[config.mk]
export PLATFORM = sky130hd
export DESIGN_NAME = vram_arbiter
export DESIGN_NICKNAME = d
export VERILOG_FILES = /design/src/rtl/vram_arb_pkg.sv /design/src/rtl/vram_arb_pick.sv /design/src/rtl/vram_arbiter.sv
export SDC_FILE = /design/constraint.sdc
export NUM_CORES = 1
export LEC_CHECK = 0
export BUFFER_PORTS_ARGS = -buffer_cell sky130_fd_sc_hd__buf_2
export CAP_MARGIN = 15
export CORE_MARGIN = 2
export CORE_UTILIZATION = 48
export CTS_BUF_LIST = sky130_fd_sc_hd__clkbuf_4
export DETAILED_ROUTE_END_ITERATION = 8
export PLACE_DENSITY = 0.82
export SETUP_SLACK_MARGIN = 0.02
export SLEW_MARGIN = 25
export SYNTH_ARGS = -nofsm -noshare
export SYNTH_HDL_FRONTEND = slang
export SYNTH_SLANG_ARGS = --single-unit
[constraint.sdc]
create_clock -name clk -period 2.2 [get_ports clk]
set_clock_uncertainty 0.2 [all_clocks]
set_input_delay 0 -clock clk [delete_from_list [all_inputs] [get_ports clk]]
set_output_delay 0 -clock clk [all_outputs]
set_load 0.1 [all_outputs]
[src/rtl/vram_arb_pkg.sv]
// rtl/vram_arb_pkg.sv - shared VRAM geometry and arbiter state encoding
//
// Shared with the video scanout block.
//   VRAM_ADDR_W : word-address width (addresses are [VRAM_ADDR_W:1])
//   VRAM_DATA_W : word width, byte lanes [15:8] upper, [7:0] lower
//   arb_state_t : IDLE / ACCESS / DONE for vram_arbiter
package vram_arb_pkg;

    localparam int VRAM_ADDR_W = 14;
    localparam int VRAM_DATA_W = 16;

    typedef enum logic [1:0] {
        IDLE   = 2'd0,
        ACCESS = 2'd1,
        DONE   = 2'd2
    } arb_state_t;

endpackage

[src/rtl/vram_arb_pick.sv]
// rtl/vram_arb_pick.sv - combinational winner selection for the VRAM arbiter
//
// Ports:
//   req0, req1   in   pending requests (0 = CPU, 1 = loader DMA)
//   last_winner  in   requester granted last (used only with VRAM_ARB_RR_EN)
//   grant_valid  out  at least one request pending
//   grant_id     out  requester that wins this cycle
//
// Macro VRAM_ARB_RR_EN: round-robin on simultaneous requests; otherwise
// requester 0 has fixed priority.
module vram_arb_pick (
    input  logic req0,
    input  logic req1,
    input  logic last_winner,
    output logic grant_valid,
    output logic grant_id
);

    assign grant_valid = req0 | req1;

`ifdef VRAM_ARB_RR_EN
    // On a tie the requester that did not win last time goes first.
    assign grant_id = (req0 & req1) ? ~last_winner : req1;
`else
    logic unused_last_winner;
    assign unused_last_winner = last_winner;
    assign grant_id = ~req0 & req1;
`endif

endmodule

[src/rtl/vram_arbiter.sv]
// rtl/vram_arbiter.sv - two-master arbiter for the VRAM read/write port
//
// Ports:
//   clk, resetn                      clock, asynchronous active-low reset
//   req/we/addr/din/ub/lb{0,1}       requester fields, held until own ack
//   ack{0,1}, dout{0,1}              one-cycle ack, read data held to next ack
//   mem_we/mem_addr/mem_din/mem_ub/mem_lb  registered VRAM port outputs
//   mem_dout                         VRAM registered read data
//   owner, busy                      granted requester, access in progress
//
// Macro VRAM_ARB_RR_EN: round-robin arbitration with a last-winner register;
// undefined gives fixed priority to requester 0.
module vram_arbiter
    import vram_arb_pkg::*;
#(
    parameter int ADDR_W = VRAM_ADDR_W,
    parameter int DATA_W = VRAM_DATA_W
) (
    input  logic              clk,
    input  logic              resetn,
    input  logic              req0,
    input  logic              req1,
    input  logic              we0,
    input  logic              we1,
    input  logic [ADDR_W:1]   addr0,
    input  logic [ADDR_W:1]   addr1,
    input  logic [DATA_W-1:0] din0,
    input  logic [DATA_W-1:0] din1,
    input  logic              ub0,
    input  logic              ub1,
    input  logic              lb0,
    input  logic              lb1,
    output logic              ack0,
    output logic              ack1,
    output logic [DATA_W-1:0] dout0,
    output logic [DATA_W-1:0] dout1,
    output logic              mem_we,
    output logic [ADDR_W:1]   mem_addr,
    output logic [DATA_W-1:0] mem_din,
    output logic              mem_ub,
    output logic              mem_lb,
    input  logic [DATA_W-1:0] mem_dout,
    output logic              owner,
    output logic              busy
);

    arb_state_t state;
    logic       grant_valid;
    logic       grant_id;
    logic       last_winner;

`ifndef VRAM_ARB_RR_EN
    assign last_winner = 1'b0;
`endif

    vram_arb_pick u_pick (
        .req0        (req0),
        .req1        (req1),
        .last_winner (last_winner),
        .grant_valid (grant_valid),
        .grant_id    (grant_id)
    );

    always_ff @(posedge clk or negedge resetn) begin
        if (!resetn) begin
            state    <= IDLE;
            mem_we   <= 1'b0;
            mem_addr <= '0;
            mem_din  <= '0;
            mem_ub   <= 1'b0;
            mem_lb   <= 1'b0;
            ack0     <= 1'b0;
            ack1     <= 1'b0;
            dout0    <= '0;
            dout1    <= '0;
            owner    <= 1'b0;
            busy     <= 1'b0;
`ifdef VRAM_ARB_RR_EN
            // Reset to 1 so requester 0 wins the first tie.
            last_winner <= 1'b1;
`endif
        end else begin
            ack0 <= 1'b0;
            ack1 <= 1'b0;
            case (state)
                IDLE: begin
                    if (grant_valid) begin
                        owner <= grant_id;
                        busy  <= 1'b1;
                        state <= ACCESS;
`ifdef VRAM_ARB_RR_EN
                        last_winner <= grant_id;
`endif
                        if (grant_id) begin
                            mem_we   <= we1;
                            mem_addr <= addr1;
                            mem_din  <= din1;
                            mem_ub   <= ub1;
                            mem_lb   <= lb1;
                        end else begin
                            mem_we   <= we0;
                            mem_addr <= addr0;
                            mem_din  <= din0;
                            mem_ub   <= ub0;
                            mem_lb   <= lb0;
                        end
                    end
                end
                ACCESS: begin
                    // RAM samples the port this cycle; a write lasts one clock.
                    mem_we <= 1'b0;
                    state  <= DONE;
                end
                DONE: begin
                    // Writes also return the old word (read-before-write RAM).
                    if (owner) begin
                        dout1 <= mem_dout;
                        ack1  <= 1'b1;
                    end else begin
                        dout0 <= mem_dout;
                        ack0  <= 1'b1;
                    end
                    busy  <= 1'b0;
                    state <= IDLE;
                end
                default: begin
                    state <= IDLE;
                end
            endcase
        end
    end

endmodule

======== Yosys cells after proc, flatten, opt, wreduce, memory -nomap -nowiden ========
Index checks and enable logic that the tools add are counted.
storage, ports and cells
  output and inout port bits .............. 69
  input port bits ......................... 86
  register bits ........................... 71
  logic and storage cells ................. 42
operators by class
  bitwise logic cells ..................... 4
  equal/unequal tests ..................... 3
  reductions and logical operators ........ 8
  muxes and demuxes ....................... 15
operators with widths
  operator                                                                number
  16-bit two-way mux                                                      1
  14-bit two-way mux                                                      1
  2-bit AND reduction                                                     5
  1-bit two-way mux                                                       9
  1-bit case mux with 2 select lines                                      2
  2-bit case mux with 2 select lines                                      1
  2-bit nonzero test                                                      2
  2-bit by 1-bit equality test with 1-bit output (second input constant)  1
  2-bit equality test (second input constant)                             1
  2-bit zero test                                                         1
  2-bit two-way mux                                                       1
  2-bit inequality test (second input constant)                           1
  1-bit inverter                                                          2
  1-bit AND                                                               1
  1-bit OR                                                                1

======== Longest topological paths before layout ========
  depth after elaboration ................. 5
  gate-level depth with buffers ........... 5
  depth with buffers taken out ............ 3

======== Hierarchy ========
Synthesis repeated with hierarchy kept, for this count alone.
unflattened totals
  cell total of the unflattened synthesis .. 230
  area total of the unflattened synthesis .. 2984.1 sq um
by module, submodules not included
  module         instances  cells an instance  area an instance (sq um)  sequential area each (sq um)
  vram_arbiter   1          228                2971.6                    1776.7
  vram_arb_pick  1          2                  12.5                      0.0

======== Worst setup path after synthesis ========
OpenSTA, ideal clock, no wires.
  path kind ............................... register to register
  start ................................... register owner
  end ..................................... register dout1[0]
  cell stages (with the launch flop) ...... 4
  period minus slack after synthesis ...... 2154 ps
  setup slack ............................. 46 ps
  path buffers ............................ 1
  data required time ...................... 1872 ps
  arrival time ............................ 1826 ps
  library setup time ...................... 128 ps
  cells stage by stage .................... dfrtp_1 nand3b_2 buf_2 mux2_1
between the ends
  word-level cells in the longest chain between the ends .. 1
RTL lines
  item                                  line                 source
  start: declaration                    vram_arbiter.sv:43   output logic owner,
  start signal: assignment              vram_arbiter.sv:88   owner <= grant_id;
  2-bit AND reduction (no source line)  --
  end signal: assignment                vram_arbiter.sv:117  dout1 <= mem_dout;
  end: declaration                      vram_arbiter.sv:36   output logic [DATA_W-1:0] dout1,
Every way passes these cells.
A chain may end at the register's enable or synchronous reset.

======== Worst setup path after layout ========
  start ................................... input req0
  end ..................................... register mem_addr[4] in the netlist's numbering
between the ends
  word-level cells in the longest chain between the ends .. 3
  elaborated cells on any way between the ends .. 5
  those cells by class .................... mux (1); bitwise (3); reduce/logical (1)
RTL lines
  item                    line                 source
  start: declaration      vram_arbiter.sv:21   input logic req0,
  1-bit inverter          vram_arb_pick.sv:27  assign grant_id = ~req0 & req1;
  1-bit AND               vram_arb_pick.sv:27
  14-bit two-way mux      vram_arbiter.sv:94   if (grant_id) begin
  end signal: assignment  vram_arbiter.sv:96   mem_addr <= addr1;
  end signal: assignment  vram_arbiter.sv:102  mem_addr <= addr0;
  end: declaration        vram_arbiter.sv:38   output logic [ADDR_W:1] mem_addr,
Several ways; a longest one is shown, not always the timed one.

==> summary.txt <==
STA
  – Worst-Margin Slew: 0.497 ns
  – Endpoints failing setup: 0
  – Final setup TNS: 0 ns
  – Fin. Hold Viols: 0
  – Fin crit share: 97.5%
  – Final slew viol count: 0
  – RSZ-0062 raised after global routing: no
  – Max Clock Freq: 0.466 GHz
  – Shortest period the worst path allows: 2.15 ns
  – Slew margin rel.: 66.8%

Finish
  – Post-Layout Cell Count: 524
  – Post-Route Utilization: 76.9%
  – Finished Cell Area: 0.00517 sq mm
  – Layout cells sized above 1: 58.6%
  – Inserted Diodes: 0
  – Area Overhead vs Synth: 56.5%
  – Layout net count: 525

GRT
  – Grt ovf: 0
  – Met1 Use GR: 25.2%
  – Vias in the first global route: 2745
  – First-pass GRT wire length: 12900 um
  – Grt met2 use: 40.6%
  – GR peak layer: met2
  – Total GRT Usage: 22.5%
  – Met3 Use GR: 5.78%
  – Initial antenna violation count: 0
  – Largest net degree at the start of global routing: 47

Synth
  – Synth area leader: dfrtp_1
  – Most used standard cell by instance count after synthesis: dfrtp_1
  – Most instantiated cells after synthesis: dfrtp_1 (71), mux2_4 (58), mux2_2 (22), mux2_1 (16), buf_6 (4)
  – Synth cell types: 18
  – Primary FF master, synth: dfrtp_1
  – Mapped Area: 0.00330 sq mm
  – Net Count, Synth: 277
  – FFs w/ async S/R, synth: 100%
  – Post-Syn Instances: 191
  – Synth Warn #: 0
  – Syn Area/Cell: 17.3 sq um
  – Synth top area share: 53.8%
  – #FFs+latches synth: 71
  – Top post-synthesis cells by area: dfrtp_1 (54%), mux2_4 (26%), mux2_2 (7.5%)
  – Register area share after synthesis: 53.8%
  – Number of synthesized flops with an enable pin: 0

Setup path
  – Worst Path Max Fanout: 15
  – Worst EP arrival: 2.25 ns
  – Worst path required time: 2.30 ns
  – Setup crit start kind: input pin
  – CP Class: input pin to flip-flop
  – Nature of the critical path endpoint: flip-flop

Clock tree
  – CTS tree: yes
  – Post-CTS setup buffer count: 0
  – H-tree Lvls: 3
  – Root Driver: clkbuf_4
  – TritonCTS buffer count: 9
  – Clock Pin Slew Worst Setup and Hold Paths: 0.14 ns
  – Max clock buf depth: 2
  – TritonCTS Sinks: 71
  – Worst-skew pair later-pin latency: 0.41 ns

Place
  – GP Congestion: 0.727
  – Post-DP Area: 0.00410 sq mm
  – Post-DP HPWL: 5070 um
  – Port Buf Inserts: 154
  – Placed insts: 420

Floorplanning
  – Die Y: 86.9 um
  – Row cnt: 30
  – Die W: 86.9 um
  – Io pins: 155
  – Core area: 0.00672 sq mm
  – Die area: 0.00756 sq mm
  – Starting Density: 49.1%

Detailed routing
  – Wirelength per Cell: 16.0 um
  – Via/cell ratio: 4.82
  – DRT antenna net count: 0
  – Post-Route WL: 8360 um
  – Vias: 2525
  – Iteration-0 DRC Markers: 63
  – DR pass1 iterations: 4
  – Drc violations: 0

Status
  – Status: finished clean

Worst hold path
  – Worst Hold Class: input pin to flip-flop

Run
  – Max-cap viol count: 0
[flip-flops by register name, indices dropped and copies added (netlist names)]
name      count
state         2
mem_we        1
dout1        16
busy          1
ack1          1
mem_din      16
mem_lb        1
owner         1
ack0          1
mem_addr     14
dout0        16
mem_ub        1
[stage by stage]
stage	hold WS [ns]	setup slack, ns
after floorplan	-0.496	0.0455
after global placement	-0.165	0.476
after detailed placement	-0.158	0.427
after CTS	0.102	0.0486
after global routing	0.126	0.0342
final	0.133	0.0548
[layout by cell type (no fill, tap or decap), types with 2 or more instances in the layout]
cell           count
a21oi_1            2
buf_12             2
buf_2            154
buf_4              3
bufinv_16          2
clkbuf_4           9
clkinv_4           3
dfrtp_1           71
dlygate4sd3_1     87
inv_6              2
mux2_1            16
mux2_2            22
mux2_4            58
mux2i_1            2
nand2b_1           2
[per-layer routing]
| metal | wire, um | part of all wire (%) |
|---|---|---|
| met1 | 3330 | 40 |
| met3 | 499 | 6.0 |
| met4 | 123 | 1.5 |
| met5 | 0 | 0 |
| met2 | 4410 | 53 |
[final cells by class]
type	count	area, sq um
multi-input combinational	109	1400
clock inverter	7	104
fill	425	1550
clock buffer	9	67.6
tap	80	100
inverter	1	3.75
timing repair buffer	247	1720
sequential	71	1780
[critical path, cell delays in order]
cell	delay (ns)
dlygate4sd3_1	0.54
buf_2	0.14
nand2b_2	0.19
buf_4	0.23
mux2_4	0.32
dlygate4sd3_1	0.56
mux2_4	0.26
[timing repair]
action                     4_1_cts  5_1_grt
setup endpoints to repair        0        2
hold buffers                    88        0
gates resized for setup          0        1
hold endpoints to repair       138        0
[final timing paths]
path	from	end	slack [ns]	cells after the start
hold reg to reg	dout0[9]$_DFFE_PN0P_	dout0[9]$_DFFE_PN0P_	0.29	1
hold / removal	mem_dout[13]	dout0[13]$_DFFE_PN0P_	0.13	3
setup / recovery	req0	mem_addr[4]$_DFFE_PN0P_	0.05	7
setup reg to reg	state[1]$_DFFE_PN0P_	mem_lb$_DFFE_PN0P_	0.42	4
max in group asynchronous	resetn	mem_addr[3]$_DFFE_PN0P_	1.06	4
min in group asynchronous	resetn	mem_din[9]$_DFFE_PN0P_	0.49	4
[kinds of logic after synthesis]
logic type	after synthesis	synth area share (%)
and+or+nand+nor	7	1.55
muxes	98	39.9
buffers and inverters	11	3.90
AOI/OAI and AO/OA	4	0.796
DFF	71	53.8
Power is not shown: default switching activity piles up to over one toggle a cycle in this logic, so the estimate is an artifact.
